$ cat config.mk
export PLATFORM = sky130hd
export DESIGN_NAME = usb_in_ep_buffer
export DESIGN_NICKNAME = d
export VERILOG_FILES = /design/src/rtl/usb_in_ep_buffer.sv
export SDC_FILE = /design/constraint.sdc
export NUM_CORES = 1
export LEC_CHECK = 0
export CAP_MARGIN = 0
export CORE_MARGIN = 8
export CORE_UTILIZATION = 50
export CTS_BUF_LIST = sky130_fd_sc_hd__clkbuf_8
export DETAILED_ROUTE_END_ITERATION = 16
export PLACE_DENSITY = 0.67
export SYNTH_ARGS = -nofsm -noshare
export SYNTH_HDL_FRONTEND = slang
export SYNTH_SLANG_ARGS = --single-unit
$ cat constraint.sdc
create_clock -name clk -period 5.28 [get_ports clk]
set_input_delay 1.584 -clock clk [delete_from_list [all_inputs] [get_ports clk]]
set_output_delay 1.584 -clock clk [all_outputs]
set_load 0.01 [all_outputs]
$ cat src/rtl/usb_in_ep_buffer.sv
// USB IN endpoint packet buffer.
// The client fills one packet, the transmit engine reads it out, and the buffer is
// retained until the host ACKs, so a retransmit resends the same bytes.
// Optional STALL handling is compiled in with macro USB_IN_EP_STALL_EN.
//
// state    | meaning
// ---------+-------------------------------------------------------------
// FILL     | client owns the buffer and may write bytes
// READY    | packet complete, waiting for an IN token
// SEND     | bytes streamed to the transmit engine
// WAIT_ACK | packet sent, waiting for host ACK or a retransmit IN token
// STALL    | endpoint halted until SETUP (only with USB_IN_EP_STALL_EN)
module usb_in_ep_buffer #(
    parameter int MAX_PKT_SIZE = 32
) (
    input  logic       clk,
    input  logic       reset,
    input  logic       in_ep_req,
    output logic       in_ep_grant,
    output logic       in_ep_data_free,
    input  logic       in_ep_data_put,
    input  logic [7:0] in_ep_data,
    input  logic       in_ep_data_done,
    input  logic       in_ep_stall,
    output logic       in_ep_acked,
    input  logic       setup_token,
    input  logic       in_xfr_start,
    input  logic       in_xfr_ack,
    output logic       tx_pkt_ready,
    output logic       tx_stall,
    output logic       tx_data_toggle,
    output logic       tx_data_avail,
    input  logic       tx_data_get,
    output logic [7:0] tx_data
);

    localparam int CW = $clog2(MAX_PKT_SIZE + 1);
    localparam int AW = $clog2(MAX_PKT_SIZE);
    localparam logic [CW-1:0] MAX_CNT = CW'(MAX_PKT_SIZE);

`ifdef USB_IN_EP_STALL_EN
    typedef enum logic [2:0] {S_FILL, S_READY, S_SEND, S_WAIT_ACK, S_STALL} state_t;
`else
    typedef enum logic [2:0] {S_FILL, S_READY, S_SEND, S_WAIT_ACK} state_t;
`endif

    state_t          state_q, state_d;
    logic [CW-1:0]   count_q, count_d;
    logic [CW-1:0]   rd_ptr_q, rd_ptr_d;
    logic            toggle_q, toggle_d;
    logic            grant_q;
    logic            acked_q, acked_d;
    logic            wr_en;
    logic [7:0]      mem_q [MAX_PKT_SIZE];

`ifdef USB_IN_EP_STALL_EN
    logic            stall_q, stall_d;
`else
    logic            unused_stall;
    assign unused_stall = in_ep_stall;
`endif

    assign in_ep_grant     = grant_q;
    assign in_ep_acked     = acked_q;
    assign tx_data_toggle  = toggle_q;
    assign in_ep_data_free = (state_q == S_FILL) && grant_q && (count_q < MAX_CNT);
    assign tx_pkt_ready    = (state_q == S_READY);
    assign tx_data_avail   = (state_q == S_SEND) && (rd_ptr_q < count_q);
    // rd_ptr < count <= MAX_PKT_SIZE whenever avail is high, so the index is in range
    assign tx_data         = tx_data_avail ? mem_q[rd_ptr_q[AW-1:0]] : 8'h00;

`ifdef USB_IN_EP_STALL_EN
    assign tx_stall = stall_q;
`else
    assign tx_stall = 1'b0;
`endif

    // Next-state logic: SETUP beats STALL, STALL beats every per-state event
    always_comb begin
        state_d  = state_q;
        count_d  = count_q;
        rd_ptr_d = rd_ptr_q;
        toggle_d = toggle_q;
        acked_d  = 1'b0;
        wr_en    = 1'b0;
`ifdef USB_IN_EP_STALL_EN
        stall_d  = stall_q;
`endif
        if (setup_token) begin
            state_d  = S_FILL;
            count_d  = '0;
            rd_ptr_d = '0;
            toggle_d = 1'b1;
`ifdef USB_IN_EP_STALL_EN
            stall_d  = 1'b0;
        end else if (in_ep_stall) begin
            state_d  = S_STALL;
            count_d  = '0;
            rd_ptr_d = '0;
            stall_d  = 1'b1;
`endif
        end else begin
            case (state_q)
                S_FILL: begin
                    if (in_ep_data_put && in_ep_data_free) begin
                        wr_en   = 1'b1;
                        count_d = count_q + 1'b1;
                    end
                    if (in_ep_data_done || (count_d == MAX_CNT)) begin
                        state_d = S_READY;
                    end
                end
                S_READY: begin
                    if (in_xfr_start) begin
                        rd_ptr_d = '0;
                        state_d  = S_SEND;
                    end
                end
                S_SEND: begin
                    // Compare on the registered pointer so an empty packet leaves after one cycle
                    if (rd_ptr_q == count_q) begin
                        state_d = S_WAIT_ACK;
                    end else if (tx_data_get) begin
                        rd_ptr_d = rd_ptr_q + 1'b1;
                    end
                end
                S_WAIT_ACK: begin
                    if (in_xfr_ack) begin
                        acked_d  = 1'b1;
                        toggle_d = ~toggle_q;
                        count_d  = '0;
                        state_d  = S_FILL;
                    end else if (in_xfr_start) begin
                        rd_ptr_d = '0;
                        state_d  = S_SEND;
                    end
                end
                default: begin
                    state_d = state_q;
                end
            endcase
        end
    end

    // Control registers
    always_ff @(posedge clk) begin
        if (reset) begin
            state_q  <= S_FILL;
            count_q  <= '0;
            rd_ptr_q <= '0;
            toggle_q <= 1'b0;
            grant_q  <= 1'b0;
            acked_q  <= 1'b0;
        end else begin
            state_q  <= state_d;
            count_q  <= count_d;
            rd_ptr_q <= rd_ptr_d;
            toggle_q <= toggle_d;
            grant_q  <= in_ep_req;
            acked_q  <= acked_d;
        end
    end

`ifdef USB_IN_EP_STALL_EN
    // Stall flag register
    always_ff @(posedge clk) begin
        if (reset) begin
            stall_q <= 1'b0;
        end else begin
            stall_q <= stall_d;
        end
    end
`endif

    // Packet storage; contents need no reset since count gates every read
    always_ff @(posedge clk) begin
        if (wr_en) begin
            mem_q[count_q[AW-1:0]] <= in_ep_data;
        end
    end

endmodule

==> run summary <==
### STA
* 0.2035 GHz — Max Clock Freq
* 0 — number of pins with negative max-slew slack in the final report
* 1277 ps — worst-margin pin slew
* 93.08% — Final Cycle Share
* false — setup repair after global routing missed its margin
* 0 — setup-violating endpoint count in the final report
* 20.44 ps — clock skew
* 0 ps — total negative slack
* 0 — final hold viol count
* 14.59% — worst slew margin relative to its limit
* 4915 ps — clock period minus final worst setup slack

### Logic synthesis
* 633 — Synthesized Nets
* 50 — number of different library cells in the post-synthesis netlist
* 0% — share of flip-flops with an asynchronous set or reset after synthesis
* sky130_fd_sc_hd__edfxtp_1, sky130_fd_sc_hd__mux4_2, sky130_fd_sc_hd__dfxtp_1 — leading post-synthesis cells by cell area
* 604 — Post-Synthesis Cells
* sky130_fd_sc_hd__edfxtp_1 — Primary FF master, synth
* 0 — total of warnings raised by yosys
* 18.59 um2 — Post-Syn Area per Cell
* sky130_fd_sc_hd__edfxtp_1 — most area-hungry cell type in the Yosys netlist
* 256 — number of enable flip-flop cells after synthesis
* 279 — total of flip-flops plus latches after synthesis
* 72.55% — sequential fraction of the synthesis area
* sky130_fd_sc_hd__edfxtp_1 — most used standard cell by instance count after synthesis
* 11230 um2 — cell area after technology mapping
* 68.45% — portion of synthesized cell area occupied by the leading cell type
* sky130_fd_sc_hd__edfxtp_1, sky130_fd_sc_hd__mux4_2, sky130_fd_sc_hd__nor2_1 — synth cell count leaders

### Routing
* 5 — router iterations before antenna repair
* 559 — Detailed Route Iter0 Violations
* 0 — remaining number of nets flagged by the antenna check after routing
* 5707 — via count
* 23220 um — wirelength, routed
* 23.76 um — average routed wire per standard cell
* 5.841 — routed vias/inst
* 0 — residual DRC count

### Clock tree
* yes — TritonCTS clock tree
* 60 ps — Clk pin slew, worst setup/hold paths
* 0 — setup fix buffers added after clock tree synthesis
* 3 — maximum clock path buffer count
* 0 — post-CTS sizing
* 44 — clock buffers created by TritonCTS
* sky130_fd_sc_hd__clkbuf_8 — clock root buffer master
* 279 — sinks on the clock net
* 0 — post-cts hold buffer count
* 560 ps — clock insertion delay at the later pin of the skew report
* 2 — H-Tree Level Count

### Floorplan
* 33 — I/O pins
* 50.22% — starting utilization of the core area
* 165.9 um — width of the die
* 27510 um2 — die area
* 55 — Rows
* 22370 um2 — core box area
* 165.9 um — Die Y

### Worst setup path
* buffers and inverters — Largest delay share family, worst path
* state_q[2]$_SDFFE_PP0P_ — startpoint of the most critical register-to-register path
* mem_q[10][1]$_DFFE_PP_ — end of the worst register-to-register path
* primary output — element type at the critical path end
* flop to primary output — worst setup path category
* flop — launching element type of the critical path
* 9 — Stages on worst setup path
* 5 — R2R cell count
* 2550 ps — setup slack of the worst register-to-register path
* 9 — critical path peak fanout
* 600 ps — CP max stage delay
* sky130_fd_sc_hd__clkdlybuf4s50_1 — slowest library cell on the worst path
* inv_1 -> ha_1 -> and4_1 -> o21ai_0 -> nor4b_4 -> buf_4 -> nand2b_1 -> o22ai_1 -> clkdlybuf4s50_1 — CP cell instances
* 3700 ps — Req. time, crit path
* 3330 ps — data arrival time of the worst path
* 3 — worst path bufs/invs

### Min path
* 1 — Cells on Worst Hold Path
* rd_ptr_q[4]$_SDFFE_PP0P_ — min-delay src
* flop to flop — class of the most critical hold timing path

### Job
* 0 — total of max-cap violations

### Place
* 11800 um2 — placement-stage cell area
* 30 — buffers added on ports
* 0.8308 — RePlAce Congestion
* 14640 um — half-perimeter wire length of the detailed placement result
* 896 — placed cell count

### GRT
* 16.96% — overall fraction of global-route tracks in use
* 0 — antenna violations before repair
* 35390 um — global-route wire length before repair
* 38 — maximum number of pins on one net before global-route repair
* 0 — Overflow after GRT
* 5883 — vias in the first global route

### Power
* 326.7 nW/um2 — power per cell area
* 0.2501 mV — worst vdd rail ir drop
* 3.886 nW — Lkg Pwr

### Layout
* 12600 um2 — Design Area, Final
* 21.39% — layout cell share with drive strength beyond 1
* 12.18% — post-synthesis to final-layout area growth
* 0 — Ant. Diodes
* 688 — Final nets
* 977 — Non-Filler Instances

### Status
* finished, final reports clean — outcome

==> per-layer routing <==
| metal | up-vias | track usage (%) | part of all wire (%) |
|---|---|---|---|
| li1 | 2548 | - | - |
| met1 | 2934 | 23.36 | 44 |
| met2 | 185 | 26.47 | 48 |
| met3 | 40 | 3.256 | 6.2 |
| met4 | 0 | 6.561 | 2.2 |
| met5 | - | 0 | 0 |
==> final cells by class <==
type	count	area, um2
fill	1660	9767
multi-input combinational	286	2875
inverter	9	33.78
tap	285	356.6
clock inverter	32	140.1
sequential	279	8153
clock buffer	47	646.9
timing repair buffer	39	392.9
==> report_power, final <==
part	total, mW	switching (mW)	internal (mW)	leakage, nW
registers	2.42	0.00244	2.41	2.49
clock network	1.63	0.805	0.825	0.484
logic	0.0694	0.0483	0.0211	0.914
total	4.12	0.856	3.26	3.89
==> worst reg2reg max path, delay by kind of cell, from the launching register on <==
kind,cells,cell delay [ps]
AND/OR/NAND/NOR,5,1950
flip-flops,1,410
==> cells in the final DEF, fill, tap and decap left out, drive strengths merged, types with 2 or more instances in the layout <==
cell and instances:
nand3 16, inv 33, clkbuf 47, xnor2 2, o211ai 2, a211oi 3, mux4 64, clkdlybuf4s50 30
dfxtp 23, nor3b 5, edfxtp 256, and3 2, nor2 59, o21ai 7, o22ai 6, and4 3
buf 9, nand2b 4, a22o 12, a311oi 4, ha 11, mux2 10, nor2b 8, or3 2
nand2 21, nor3 4, and2 2, a21oi 15, mux2i 11, a22oi 3, clkinv 7
==> cell families (layout without fill, tap and decap cells) <==
family | count (synthesis) | count (layout) | synth area share [%]
buf+inv | 39 | 127 | 1.849
fa+ha+maj | 11 | 11 | 1.225
other cells | 1 | 1 | 0.03339
flops | 279 | 279 | 72.55
xor+xnor | 2 | 2 | 0.1560
mux | 85 | 85 | 14.82
compound gates | 56 | 56 | 3.554
simple gates | 131 | 131 | 5.816
==> how the worst max path moves through the flow <==
stage	end	startpoint
detailed placement	tx_data[7]	count_q[2]$_SDFFE_PP0P_
floorplan	tx_data[0]	count_q[3]$_SDFFE_PP0P_
CTS	tx_data[7]	count_q[2]$_SDFFE_PP0P_
global route	tx_data[7]	flop
global placement	tx_data[5]	count_q[2]$_SDFFE_PP0P_
finish	tx_data[7]	count_q[2]$_SDFFE_PP0P_
==> state kept, by name, indices dropped and copies added, names as in the netlist, named ones only <==
name,cells
mem_q,256
count_q,6
rd_ptr_q,6
state_q,3
in_ep_acked,1
in_ep_grant,1
tx_data_toggle,1
==> through the flow <==
step	setup WS [ps]	hold slack, ps	utilization, %	total power [mW]
floorplan	1661	490.0	-	2.478
global placement	824.4	533.8	52.74	2.528
detailed placement	749.9	544.8	52.74	2.533
CTS	130.5	559.3	56.26	4.158
global route	191.8	586.6	56.33	4.255
finish	365.2	559.8	56.33	4.116
(Power assumes the default switching activity.)
